## src/rtl/pong_match_scheduler_pkg.sv

```systemverilog
// Shared types and constants for the pong match scheduler and the game server.
package pong_match_scheduler_pkg;

  localparam int NUM_NODES   = 4;
  localparam int NUM_SLOTS   = 2;
  localparam int SCORE_W     = 4;
  localparam int WIN_SCORE   = 7;
  localparam int SERVE_TICKS = 32;
  localparam int OVER_TICKS  = 64;
  localparam int CNT_W       = 7;

  // Playfield geometry used by the game server when routing paddle y values.
  localparam int FIELD_W    = 160;
  localparam int FIELD_H    = 120;
  localparam int BORDER_TOP = 0;
  localparam int BORDER_BOT = FIELD_H - 1;
  localparam int PADDLE_X_L = 4;
  localparam int PADDLE_X_R = FIELD_W - 5;

  typedef enum logic [1:0] {IDLE, SERVE, PLAY, OVER} slot_state_t;
  typedef enum logic [1:0] {FREE, WAIT, PLAYING} node_state_t;

  typedef logic [1:0]         node_id_t;
  typedef logic [SCORE_W-1:0] score_t;
  typedef logic [CNT_W-1:0]   cnt_t;

endpackage

```

## src/rtl/pong_match_scheduler_if.sv

```systemverilog
// Node link-layer and ball-engine signals of the match scheduler.
interface pong_match_scheduler_if;
  import pong_match_scheduler_pkg::*;

  logic [NUM_NODES-1:0]           join_req;
  logic [NUM_NODES-1:0]           leave_req;
  logic [NUM_NODES-1:0]           join_ack;
  logic [NUM_NODES-1:0]           node_busy;
  logic [NUM_SLOTS-1:0]           miss_left;
  logic [NUM_SLOTS-1:0]           miss_right;
  logic [NUM_SLOTS-1:0]           slot_active;
  node_id_t [NUM_SLOTS-1:0]       slot_p1;
  node_id_t [NUM_SLOTS-1:0]       slot_p2;
  logic [NUM_SLOTS-1:0]           ball_run;
  logic [NUM_SLOTS-1:0]           ball_serve;
  logic [NUM_SLOTS-1:0]           serve_dir;
  score_t [NUM_SLOTS-1:0]         score_p1;
  score_t [NUM_SLOTS-1:0]         score_p2;
  logic [NUM_SLOTS-1:0]           game_over;
  logic [NUM_SLOTS-1:0]           winner;

  modport master (
    output join_req, leave_req, miss_left, miss_right,
    input  join_ack, node_busy, slot_active, slot_p1, slot_p2, ball_run,
    input  ball_serve, serve_dir, score_p1, score_p2, game_over, winner
  );

  modport slave (
    input  join_req, leave_req, miss_left, miss_right,
    output join_ack, node_busy, slot_active, slot_p1, slot_p2, ball_run,
    output ball_serve, serve_dir, score_p1, score_p2, game_over, winner
  );

endinterface

```

## src/rtl/pong_match_scheduler_slot_fsm.sv

```systemverilog
// One game slot: serve countdown, rally enable, scoring and game-over hold.
module pong_match_scheduler_slot_fsm
  import pong_match_scheduler_pkg::*;
(
  input  logic                 clock,
  input  logic                 reset_n,
  input  logic                 tick,
  input  logic                 start,
  input  node_id_t             start_p1,
  input  node_id_t             start_p2,
  input  logic [NUM_NODES-1:0] leave_req,
  input  logic                 miss_left,
  input  logic                 miss_right,
  output logic                 idle,
  output logic                 release_now,
  output logic                 active,
  output node_id_t             p1,
  output node_id_t             p2,
  output logic                 ball_run,
  output logic                 ball_serve,
  output logic                 serve_dir,
  output score_t               score_p1,
  output score_t               score_p2,
  output logic                 game_over,
  output logic                 winner
);

  slot_state_t state_q, state_d;
  cnt_t        cnt_q, cnt_d;
  score_t      sc1_q, sc1_d, sc2_q, sc2_d;
  logic        dir_q, dir_d, win_q, win_d;
  node_id_t    p1_q, p1_d, p2_q, p2_d;
  logic        abort, expire;

  // A leave from either seated player overrides everything else in the slot.
  assign abort  = (state_q != IDLE) && (leave_req[p1_q] || leave_req[p2_q]);
  assign expire = tick && (cnt_q == cnt_t'(1));

  // State and datapath registers.
  always_ff @(posedge clock or negedge reset_n) begin
    if (!reset_n) begin
      state_q <= IDLE;
      cnt_q   <= '0;
      sc1_q   <= '0;
      sc2_q   <= '0;
      dir_q   <= 1'b0;
      win_q   <= 1'b0;
      p1_q    <= '0;
      p2_q    <= '0;
    end else begin
      state_q <= state_d;
      cnt_q   <= cnt_d;
      sc1_q   <= sc1_d;
      sc2_q   <= sc2_d;
      dir_q   <= dir_d;
      win_q   <= win_d;
      p1_q    <= p1_d;
      p2_q    <= p2_d;
    end
  end

  // Next-state and datapath update.
  always_comb begin
    state_d = state_q;
    cnt_d   = cnt_q;
    sc1_d   = sc1_q;
    sc2_d   = sc2_q;
    dir_d   = dir_q;
    win_d   = win_q;
    p1_d    = p1_q;
    p2_d    = p2_q;
    if (abort) begin
      state_d = IDLE;
      sc1_d   = '0;
      sc2_d   = '0;
    end else begin
      case (state_q)
        IDLE: if (start) begin
          state_d = SERVE;
          cnt_d   = cnt_t'(SERVE_TICKS);
          sc1_d   = '0;
          sc2_d   = '0;
          dir_d   = 1'b0;
          p1_d    = start_p1;
          p2_d    = start_p2;
        end
        SERVE: if (tick) begin
          if (expire) state_d = PLAY;
          else        cnt_d   = cnt_q - cnt_t'(1);
        end
        PLAY: if (miss_left || miss_right) begin
          // miss_left takes precedence; the point goes against the left player.
          if (miss_left) sc2_d = sc2_q + score_t'(1);
          else           sc1_d = sc1_q + score_t'(1);
          if ((sc1_d == score_t'(WIN_SCORE)) || (sc2_d == score_t'(WIN_SCORE))) begin
            state_d = OVER;
            win_d   = miss_left;
            cnt_d   = cnt_t'(OVER_TICKS);
          end else begin
            state_d = SERVE;
            dir_d   = !miss_left;
            cnt_d   = cnt_t'(SERVE_TICKS);
          end
        end
        OVER: if (tick) begin
          if (expire) begin
            state_d = IDLE;
            sc1_d   = '0;
            sc2_d   = '0;
          end else begin
            cnt_d = cnt_q - cnt_t'(1);
          end
        end
        default: state_d = IDLE;
      endcase
    end
  end

  // Slot outputs; ball_serve fires on the expiring tick itself.
  always_comb begin
    idle        = (state_q == IDLE);
    active      = (state_q != IDLE);
    ball_run    = (state_q == PLAY);
    game_over   = (state_q == OVER);
    ball_serve  = (state_q == SERVE) && expire && !abort;
    release_now = abort || ((state_q == OVER) && expire);
    p1          = p1_q;
    p2          = p2_q;
    serve_dir   = dir_q;
    winner      = win_q;
    score_p1    = sc1_q;
    score_p2    = sc2_q;
  end

endmodule

```

## src/rtl/pong_match_scheduler.sv

```systemverilog
// Node pool, round-robin pairing into game slots, and slot release fan-out.
module pong_match_scheduler
  import pong_match_scheduler_pkg::*;
(
  input  logic                   clock,
  input  logic                   reset_n,
  input  logic                   tick,
  pong_match_scheduler_if.slave  bus
);

  node_state_t              node_q [NUM_NODES];
  logic [NUM_NODES-1:0]     ack_q, wait_ok, paired, freed, busy;
  node_id_t                 rr_q, pair_p1, pair_p2, idx;
  logic                     first_found, pair_found, taken;
  logic [NUM_SLOTS-1:0]     slot_idle, slot_rel, slot_start;
  logic [NUM_SLOTS-1:0]     s_active, s_run, s_serve, s_dir, s_over, s_win;
  node_id_t [NUM_SLOTS-1:0] sp1, sp2;
  score_t [NUM_SLOTS-1:0]   ssc1, ssc2;

  // Pair search from rr_q, slot pick and release fan-out; a leaving node is never paired.
  always_comb begin
    wait_ok     = '0;
    paired      = '0;
    freed       = '0;
    slot_start  = '0;
    first_found = 1'b0;
    pair_found  = 1'b0;
    taken       = 1'b0;
    pair_p1     = rr_q;
    pair_p2     = rr_q;
    idx         = rr_q;
    for (int n = 0; n < NUM_NODES; n++)
      wait_ok[n] = (node_q[n] == WAIT) && !bus.leave_req[n];
    for (int i = 0; i < NUM_NODES; i++) begin
      idx = rr_q + node_id_t'(i);
      if (wait_ok[idx]) begin
        if (!first_found) begin
          pair_p1     = idx;
          first_found = 1'b1;
        end else if (!pair_found) begin
          pair_p2    = idx;
          pair_found = 1'b1;
        end
      end
    end
    for (int s = 0; s < NUM_SLOTS; s++) begin
      if (pair_found && slot_idle[s] && !taken) begin
        slot_start[s] = 1'b1;
        taken         = 1'b1;
      end
    end
    if (taken) begin
      paired[pair_p1] = 1'b1;
      paired[pair_p2] = 1'b1;
    end
    for (int s = 0; s < NUM_SLOTS; s++) begin
      if (slot_rel[s]) begin
        freed[sp1[s]] = 1'b1;
        freed[sp2[s]] = 1'b1;
      end
    end
  end

  // Node lifecycle, join acknowledge and round-robin pointer.
  always_ff @(posedge clock or negedge reset_n) begin
    if (!reset_n) begin
      for (int n = 0; n < NUM_NODES; n++) node_q[n] <= FREE;
      ack_q <= '0;
      rr_q  <= '0;
    end else begin
      ack_q <= '0;
      for (int n = 0; n < NUM_NODES; n++) begin
        case (node_q[n])
          FREE: if (bus.join_req[n] && !bus.leave_req[n]) begin
            node_q[n] <= WAIT;
            ack_q[n]  <= 1'b1;
          end
          WAIT: begin
            if (bus.leave_req[n]) node_q[n] <= FREE;
            else if (paired[n])   node_q[n] <= PLAYING;
          end
          PLAYING: if (freed[n]) node_q[n] <= FREE;
          default: node_q[n] <= FREE;
        endcase
      end
      if (taken) rr_q <= pair_p2 + node_id_t'(1);
    end
  end

  // Busy flag per node.
  always_comb begin
    busy = '0;
    for (int n = 0; n < NUM_NODES; n++) busy[n] = (node_q[n] != FREE);
  end

  for (genvar s = 0; s < NUM_SLOTS; s++) begin : g_slot
    pong_match_scheduler_slot_fsm u_slot (
      .clock       (clock),
      .reset_n     (reset_n),
      .tick        (tick),
      .start       (slot_start[s]),
      .start_p1    (pair_p1),
      .start_p2    (pair_p2),
      .leave_req   (bus.leave_req),
      .miss_left   (bus.miss_left[s]),
      .miss_right  (bus.miss_right[s]),
      .idle        (slot_idle[s]),
      .release_now (slot_rel[s]),
      .active      (s_active[s]),
      .p1          (sp1[s]),
      .p2          (sp2[s]),
      .ball_run    (s_run[s]),
      .ball_serve  (s_serve[s]),
      .serve_dir   (s_dir[s]),
      .score_p1    (ssc1[s]),
      .score_p2    (ssc2[s]),
      .game_over   (s_over[s]),
      .winner      (s_win[s])
    );
  end

  assign bus.join_ack    = ack_q;
  assign bus.node_busy   = busy;
  assign bus.slot_active = s_active;
  assign bus.slot_p1     = sp1;
  assign bus.slot_p2     = sp2;
  assign bus.ball_run    = s_run;
  assign bus.ball_serve  = s_serve;
  assign bus.serve_dir   = s_dir;
  assign bus.score_p1    = ssc1;
  assign bus.score_p2    = ssc2;
  assign bus.game_over   = s_over;
  assign bus.winner      = s_win;

endmodule

```

## src/flat_wrapper.sv

```systemverilog
// flat-port wrapper written by rule: the top's interface ports become plain ports
module pong_match_scheduler_flat import pong_match_scheduler_pkg::*;
  (clock, reset_n, tick, bus_join_req, bus_leave_req, bus_miss_left, bus_miss_right, bus_join_ack, bus_node_busy, bus_slot_active, bus_slot_p1, bus_slot_p2, bus_ball_run, bus_ball_serve, bus_serve_dir, bus_score_p1, bus_score_p2, bus_game_over, bus_winner);
  pong_match_scheduler_if bus_i ();
  input  logic clock;
  input  logic reset_n;
  input  logic tick;
  input wire logic [$bits(bus_i.join_req)-1:0] bus_join_req;
  input wire logic [$bits(bus_i.leave_req)-1:0] bus_leave_req;
  input wire logic [$bits(bus_i.miss_left)-1:0] bus_miss_left;
  input wire logic [$bits(bus_i.miss_right)-1:0] bus_miss_right;
  output wire logic [$bits(bus_i.join_ack)-1:0] bus_join_ack;
  output wire logic [$bits(bus_i.node_busy)-1:0] bus_node_busy;
  output wire logic [$bits(bus_i.slot_active)-1:0] bus_slot_active;
  output wire logic [$bits(bus_i.slot_p1)-1:0] bus_slot_p1;
  output wire logic [$bits(bus_i.slot_p2)-1:0] bus_slot_p2;
  output wire logic [$bits(bus_i.ball_run)-1:0] bus_ball_run;
  output wire logic [$bits(bus_i.ball_serve)-1:0] bus_ball_serve;
  output wire logic [$bits(bus_i.serve_dir)-1:0] bus_serve_dir;
  output wire logic [$bits(bus_i.score_p1)-1:0] bus_score_p1;
  output wire logic [$bits(bus_i.score_p2)-1:0] bus_score_p2;
  output wire logic [$bits(bus_i.game_over)-1:0] bus_game_over;
  output wire logic [$bits(bus_i.winner)-1:0] bus_winner;
  assign bus_i.join_req = bus_join_req;
  assign bus_i.leave_req = bus_leave_req;
  assign bus_i.miss_left = bus_miss_left;
  assign bus_i.miss_right = bus_miss_right;
  assign bus_join_ack = bus_i.join_ack;
  assign bus_node_busy = bus_i.node_busy;
  assign bus_slot_active = bus_i.slot_active;
  assign bus_slot_p1 = bus_i.slot_p1;
  assign bus_slot_p2 = bus_i.slot_p2;
  assign bus_ball_run = bus_i.ball_run;
  assign bus_ball_serve = bus_i.ball_serve;
  assign bus_serve_dir = bus_i.serve_dir;
  assign bus_score_p1 = bus_i.score_p1;
  assign bus_score_p2 = bus_i.score_p2;
  assign bus_game_over = bus_i.game_over;
  assign bus_winner = bus_i.winner;
  pong_match_scheduler u_core (.clock(clock), .reset_n(reset_n), .tick(tick), .bus(bus_i));
endmodule
```

## config.mk

```make
export PLATFORM = sky130hd
export DESIGN_NAME = pong_match_scheduler_flat
export DESIGN_NICKNAME = d
export VERILOG_FILES = /design/src/rtl/pong_match_scheduler_pkg.sv /design/src/rtl/pong_match_scheduler_if.sv /design/src/rtl/pong_match_scheduler_slot_fsm.sv /design/src/rtl/pong_match_scheduler.sv /design/src/flat_wrapper.sv
export SDC_FILE = /design/constraint.sdc
export NUM_CORES = 1
export LEC_CHECK = 0
export ABC_AREA = 0
export ABC_CLOCK_PERIOD_IN_PS = 2850
export CELL_PAD_IN_SITES_DETAIL_PLACEMENT = 2
export CELL_PAD_IN_SITES_GLOBAL_PLACEMENT = 2
export CORE_MARGIN = 2
export CORE_UTILIZATION = 33
export CTS_CLUSTER_SIZE = 10
export DETAILED_ROUTE_END_ITERATION = 8
export PLACE_DENSITY = 0.79
export SKIP_CTS_REPAIR_TIMING = 1
export SLEW_MARGIN = 20
export SYNTH_ARGS = -nofsm -noshare
export SYNTH_HDL_FRONTEND = slang
export SYNTH_SLANG_ARGS = --single-unit
```

## constraint.sdc

```tcl
create_clock -name clock -period 2.85 [get_ports clock]
set_input_delay 0.4275 -clock clock [delete_from_list [all_inputs] [get_ports clock]]
set_output_delay 0.4275 -clock clock [all_outputs]
set_load 0.1 [all_outputs]
```

; ---- After elaboration in Yosys (flattened, before gate mapping)
; Index checks and enable logic that the tools add are counted.
[op_classes]
bitwise_logic = 6
n_mul = 0
addsub = 10
eq_ne = 54
n_lt_le_gt_ge = 16
n_mux = 157
shifts = 0
n_reduce_logical = 78
div = 0
[op_table]
columns = operator, n
row1 = $mux 4, 33
row2 = $mux 2, 46
row3 = $mux 7, 10
row4 = $pmux 4 s3, 4
row5 = $pmux 7 s3, 2
row6 = $mux 1, 40
row7 = $lt 2x3->1 const B, 10
row8 = $reduce_and 5->1, 6
row9 = $logic_and 1x1->1, 27
row10 = $ne 2x1->1 const B, 12
row11 = $ne 3x2->1 const B, 8
row12 = $pmux 2 s3, 4
row13 = $reduce_and 3->1, 6
row14 = $add 4x1->4 const B, 4
row15 = $bmux 1 s2, 8
row16 = $eq 2x2->1 const B, 8
row17 = $eq 4x3->1 const B, 4
row18 = $or 4x4->4, 4
row19 = $pmux 2 s4, 2
row20 = $reduce_bool 2->1, 8
row21 = $eq 7x1->1 const B, 2
row22 = $sub 7x1->7 const B, 2
row23 = $demux 1 s2, 6
row24 = $eq 2x1->1 const B, 6
row25 = 15 further kinds, 59
[totals]
input_bits = 15
regBits = 60
rom_bits = 0
latch_bits = 0
ramBits = 0
mem_count = 0

; ---- Depth between registers and ports, before layout
[logic_depth]
depth_word = 22
mapped_depth = 8
ltp_nobuf = 8

; ---- Hierarchy
; A second synthesis with hierarchy kept.
[hier_totals]
cells_unflattened = 457
area_unflattened_um2 = 4116.4
[modules_own_cells]
columns = mod, area_per_inst_um2, n_inst, seq_area_each_um2, cells_per_inst
row1 = pong_match_scheduler_slot_fsm at u_core.g_slot[0].u_slot, 1529.0, 1, 575.6, 152
row2 = pong_match_scheduler_slot_fsm at u_core.g_slot[1].u_slot, 1438.9, 1, 575.6, 158
row3 = pong_match_scheduler, 1148.6, 1, 350.3, 147

; ---- Least setup slack after synthesis
; Ideal clock, no wire load.
[synth_path]
path_kind = reg2reg
startpoint = reg u_core.g_slot[1].u_slot.sc1_q[0]
endpoint = reg u_core.g_slot[1].u_slot.win_q
synth_period_minus_slack_ps = 2960
path_stages_with_launch = 8
required_ps = 2729
arrival_ps = 2839
path_buffers = 0
path_slack_ps = -110
setup_time_ps = 121
path_cell_list = dfrtp_1 > ha_1 > or4b_2 > a21boi_0 > o21ai_0 > a2111oi_0 > nand2_1 > a22o_1
[synth_via]
elab_chain_len = 8
[synth_lines]
columns = element, line_no
row1 = "start, declared", pong_match_scheduler_slot_fsm.sv:30  ; score_t sc1_q, sc1_d, sc2_q, sc2_d;
row2 = "start signal, assigned", pong_match_scheduler_slot_fsm.sv:44  ; sc1_q <= '0;
row3 = "start signal, assigned", pong_match_scheduler_slot_fsm.sv:53  ; sc1_q <= sc1_d;
row4 = $add 4x1->4, pong_match_scheduler_slot_fsm.sv:94  ; else sc1_d = sc1_q + score_t'(1);
row5 = $mux 4 *, pong_match_scheduler_slot_fsm.sv:93  ; if (miss_left) sc2_d = sc2_q + score_t'(1);
row6 = $mux 4 *, pong_match_scheduler_slot_fsm.sv:91  ; PLAY: if (miss_left || miss_right) begin
row7 = $mux 4 *, pong_match_scheduler_slot_fsm.sv:77  ; case (state_q)
row8 = $mux 4 *, pong_match_scheduler_slot_fsm.sv:72  ; if (abort) begin
row9 = $eq 4x3->1 *, pong_match_scheduler_slot_fsm.sv:95  ; if ((sc1_d == score_t'(WIN_SCORE)) || (sc2_d == score_t'(WIN_SCORE))) begin
row10 = $logic_or 1x1->1 *, pong_match_scheduler_slot_fsm.sv:95
row11 = $reduce_and 4->1 (no line) *, -
row12 = "end signal, assigned", pong_match_scheduler_slot_fsm.sv:56  ; win_q <= win_d;
row13 = "end, declared", pong_match_scheduler_slot_fsm.sv:31  ; logic dir_q, dir_d, win_q, win_d;
; Every way passes the cells marked *; elsewhere a longest branch is shown, timed or not. The select of a mux whose other input is x is not followed.
; A chain may end at the register's enable or synchronous reset.

; ---- Worst setup path after layout
[layout_path]
startpoint = reg u_core.g_slot[0].u_slot.p2_q[0]
endpoint = out bus_ball_serve[0]
[layout_via]
elab_chain_len = 6
[layout_lines]
columns = element, line_no
row1 = "start, declared", pong_match_scheduler_slot_fsm.sv:32  ; node_id_t p1_q, p1_d, p2_q, p2_d;
row2 = "start signal, assigned", pong_match_scheduler_slot_fsm.sv:58  ; p2_q <= p2_d;
row3 = $bmux 1 s2, pong_match_scheduler_slot_fsm.sv:36  ; assign abort = (state_q != IDLE) && (leave_req[p1_q] || leave_req[p2_q]);
row4 = $mux 1 (not written as such), pong_match_scheduler_slot_fsm.sv:36
row5 = $logic_or 1x1->1, pong_match_scheduler_slot_fsm.sv:36
row6 = $logic_and 1x1->1, pong_match_scheduler_slot_fsm.sv:36
row7 = $logic_not 1->1, pong_match_scheduler_slot_fsm.sv:125  ; ball_serve = (state_q == SERVE) && expire && !abort;
row8 = $logic_and 1x1->1, pong_match_scheduler_slot_fsm.sv:125
row9 = "end, declared", flat_wrapper.sv:18  ; output wire logic [$bits(bus_i.ball_serve)-1:0] bus_ball_serve;
; No other way between the ends. The select of a mux whose other input is x is not followed.

==> results.md <==
- Status: completed
- Worst-Margin Slew: 0.7483 ns
- Core area: 0.01206 mm^2
- Most used DFF post-synth: dfrtp_1
- Routability Congestion: 0.8056
- Row count: 40
- Initial Util: 0.3396
- CP peak stage delay: 0.46 ns
- Met3 WL post-DR: 546 um
- Met1 Wirelength: 6.698 mm
- WP data required: 2.42 ns
- Seq/Total Area, Yosys: 0.3665
- Cts bufs inserted: 9
- Largest net degree at the start of global routing: 33
- Mapped Cells: 467
- TNS Setup: 0 ns
- Hold Fails Final Rpt: 0
- Reg2Reg Depth: 8
- Synth Register Bits: 60
- GR Util All Layers: 0.2381
- IO Pins: 59
- CP delay by family, top: compound AO/OA/AOI/OAI gates
- RR Endpoint: u_core.g_slot[1].u_slot.winner
- Clock Sink Count: 60
- Pleak: 0.002322 uW
- Final non-filler cell total: 728
- Syn nets: 490
- Die area: 0.01332 mm^2
- Die X: 115.4 um
- Max Cap Viol: 0
- Commonest cells after routing, fill and taps aside: buf_4 (94), dfrtp_1 (58), nand2_1 (39)
- Layout cells sized above 1: 0.2482
- Slew headroom: 0.5001
- Final core occ: 0.4424
- Peak VDD IR: 0.8026 mV
- Cells after DPL: 713
- Routed len/inst: 20.40 um
- Power consumption: 6659 uW
- Die height: 115.4 um
- FILL cells: 1324
- Vias after detailed routing: 4149
- Slew Limit Fails: 0
- CP Max Fanout: 7
- R2r setup slk: 0.20 ns
- H-Tree Level Count: 3
- Hold slack: 0.1504 ns
- Clk buf depth: 2
- DRC viols: 0
- Top Layer Used: met4
- Drt first pass iters: 4
- Mapped cell area: 0.004096 mm^2
- Worst path slowest cell: dfrtp_1
- Fmax: 374.5 MHz
- Synth warnings: 0
- Area grow syn2layout: 30.27%
- Nets: 579
- Number of global-route vias before repair: 4505
- Root Driver: clkbuf_16
- Ant. Diodes: 0
- Crit. End Element: primary output
- Finish-stage setup viols: 0
- Synth Area per Inst: 8.772 um^2
- Minimum clock period: 2.670 ns
- Clock slew at reported path FFs: 0.05 ns
- Number of synthesized flops with an enable pin: 0
- Final antenna-violating net count: 0
- Crit path cell chain: nor2b_1 -> o21ai_0 -> o2111a_2 -> nand2_1 -> nor3_1 -> buf_4 -> buf_12
- Clock Latency Late Sink: 0.34 ns
- CTS tree: built
- Final clock skew: 0.005338 ns
- FF-to-FF Start: u_core.g_slot[1].u_slot.score_p1[0]
- Final wirelength: 14.85 mm
- DRT iter0 DRCs: 245
- Global-route wire length before repair: 24.73 mm
- WL met2: 7.392 mm
- GRT overflow: 0
- RSZ-0062 raised after global routing: false
- Crit path kind: reg -> out
- Initial antenna violation count: 0
- Post-DP HPWL: 11.04 mm
- Hold/Removal Path Class: in -> async
- PwrDens: 1248 mW/mm^2
- Most common cell after layout, fill and taps aside: buf_4
- Tcrit/Tclk final: 0.9370
- Startpoint types: flip-flop
- Vias per cell: 5.699
- PortBufs: 58
- Asr flop ratio synth: 1.000
- Buffers & Inverters on Critical Path: 2
- Worst Path Arrival: 2.24 ns
- Unique masters post-synth: 70
cell families after synthesis:
group / count (synthesis) / share of synthesized area
compound gates: 151 / 0.2758
buf+inv: 60 / 0.06720
flops: 60 / 0.3665
fa+ha+maj: 9 / 0.02718
xor+xnor: 9 / 0.01924
simple gates: 170 / 0.2224
mux: 8 / 0.02168
flip-flops by register name, indices dropped and copies added (netlist names):
name and flops:
u_core.g_slot.u_slot.p1 4, u_core.g_slot.u_slot.p2 4, u_core.rr_q 2, u_core.g_slot.u_slot.score_p1 8, u_core.node_q 8, u_core.bus.join_ack 4
u_core.g_slot.u_slot.winner 2, u_core.g_slot.u_slot.serve_dir 2, u_core.g_slot.u_slot.score_p2 8, u_core.g_slot.u_slot.cnt_q 14, u_core.g_slot.u_slot.state_q 4
layout make-up:
cell class	instances	area [um^2]	area share
multi-input combinational	347	2335	0.4375
sequential	60	1504	0.2818
timing repair buffer	111	900.9	0.1688
clock buffer	13	250.2	0.04689
tap	168	210.2	0.03939
inverter	27	101.3	0.01899
clock inverter	2	35.03	0.006565
power breakdown:
part / switching [uW] / internal, uW / total (uW)
Combinational: 2800 / 1250 / 4050
Clock: 399 / 695 / 1090
Sequential: 404 / 1110 / 1510
cells in the mapped netlist, types with 4 or more instances:
cell / number / area [um^2]
a31oi_1: 5 / 31.28
a21boi_0: 4 / 30.03
dfrtp_1: 60 / 1501
nand2b_1: 4 / 25.02
o22ai_1: 4 / 25.02
and2_1: 5 / 31.28
nor2b_1: 10 / 62.56
a211oi_1: 5 / 37.54
o211ai_1: 4 / 30.03
nand2_1: 39 / 146.4
o2111ai_1: 4 / 35.03
or2_2: 8 / 50.05
a21oi_1: 20 / 100.1
nor4b_1: 5 / 43.79
nand4_1: 5 / 31.28
inv_1: 26 / 97.59
a32o_1: 5 / 50.05
clkbuf_1: 17 / 63.81
or3_1: 6 / 37.54
xnor2_1: 5 / 43.79
a21o_1: 9 / 67.56
nand3_1: 15 / 75.07
nor3_1: 15 / 75.07
a22o_1: 5 / 43.79
nor3b_1: 8 / 60.06
nor4_1: 7 / 43.79
o31ai_1: 10 / 75.07
buf_2: 4 / 20.02
o21ai_0: 25 / 125.1
ha_1: 8 / 100.1
buf_4: 12 / 90.09
xor2_1: 4 / 35.03
or3b_1: 4 / 35.03
nor2_1: 28 / 105.1
o41ai_1: 6 / 52.55
mux2_2: 6 / 67.56
o22a_1: 7 / 61.31
through the flow:
step | worst slack [ns] | instance area, um^2
global route | 0.01313 | 5336
finish | 0.1797 | 5336
detailed placement | -0.1778 | 5036
CTS | 0.1039 | 5321
floorplan | 0.1556 | 4099
global placement | -0.08343 | 5036
how the worst max path moves through the flow:
stage                                             start                               end  slack [ns]  depth (start not counted)
detailed placement                     bus_leave_req[2]                  u_core.node_q[2]       -0.18                          9
global placement                       bus_leave_req[1]  u_core.g_slot[0].u_slot.cnt_q[6]       -0.08                          7
CTS                 u_core.g_slot[1].u_slot.score_p1[0]    u_core.g_slot[1].u_slot.winner        0.10                          8
finish                    u_core.g_slot[0].u_slot.p2[0]                 bus_ball_serve[0]        0.18                          7
floorplan           u_core.g_slot[1].u_slot.score_p1[0]    u_core.g_slot[1].u_slot.winner        0.16                          7
global route              u_core.g_slot[1].u_slot.p2[1]                 bus_ball_serve[1]        0.01                          6
per-layer routing:
metal,GRT usage,vias up
met1,0.3212,2120
met2,0.3992,77
li1,-,1934
met3,0.03138,18
met5,0,-
met4,0.07149,0
(Power assumes the default switching activity.)
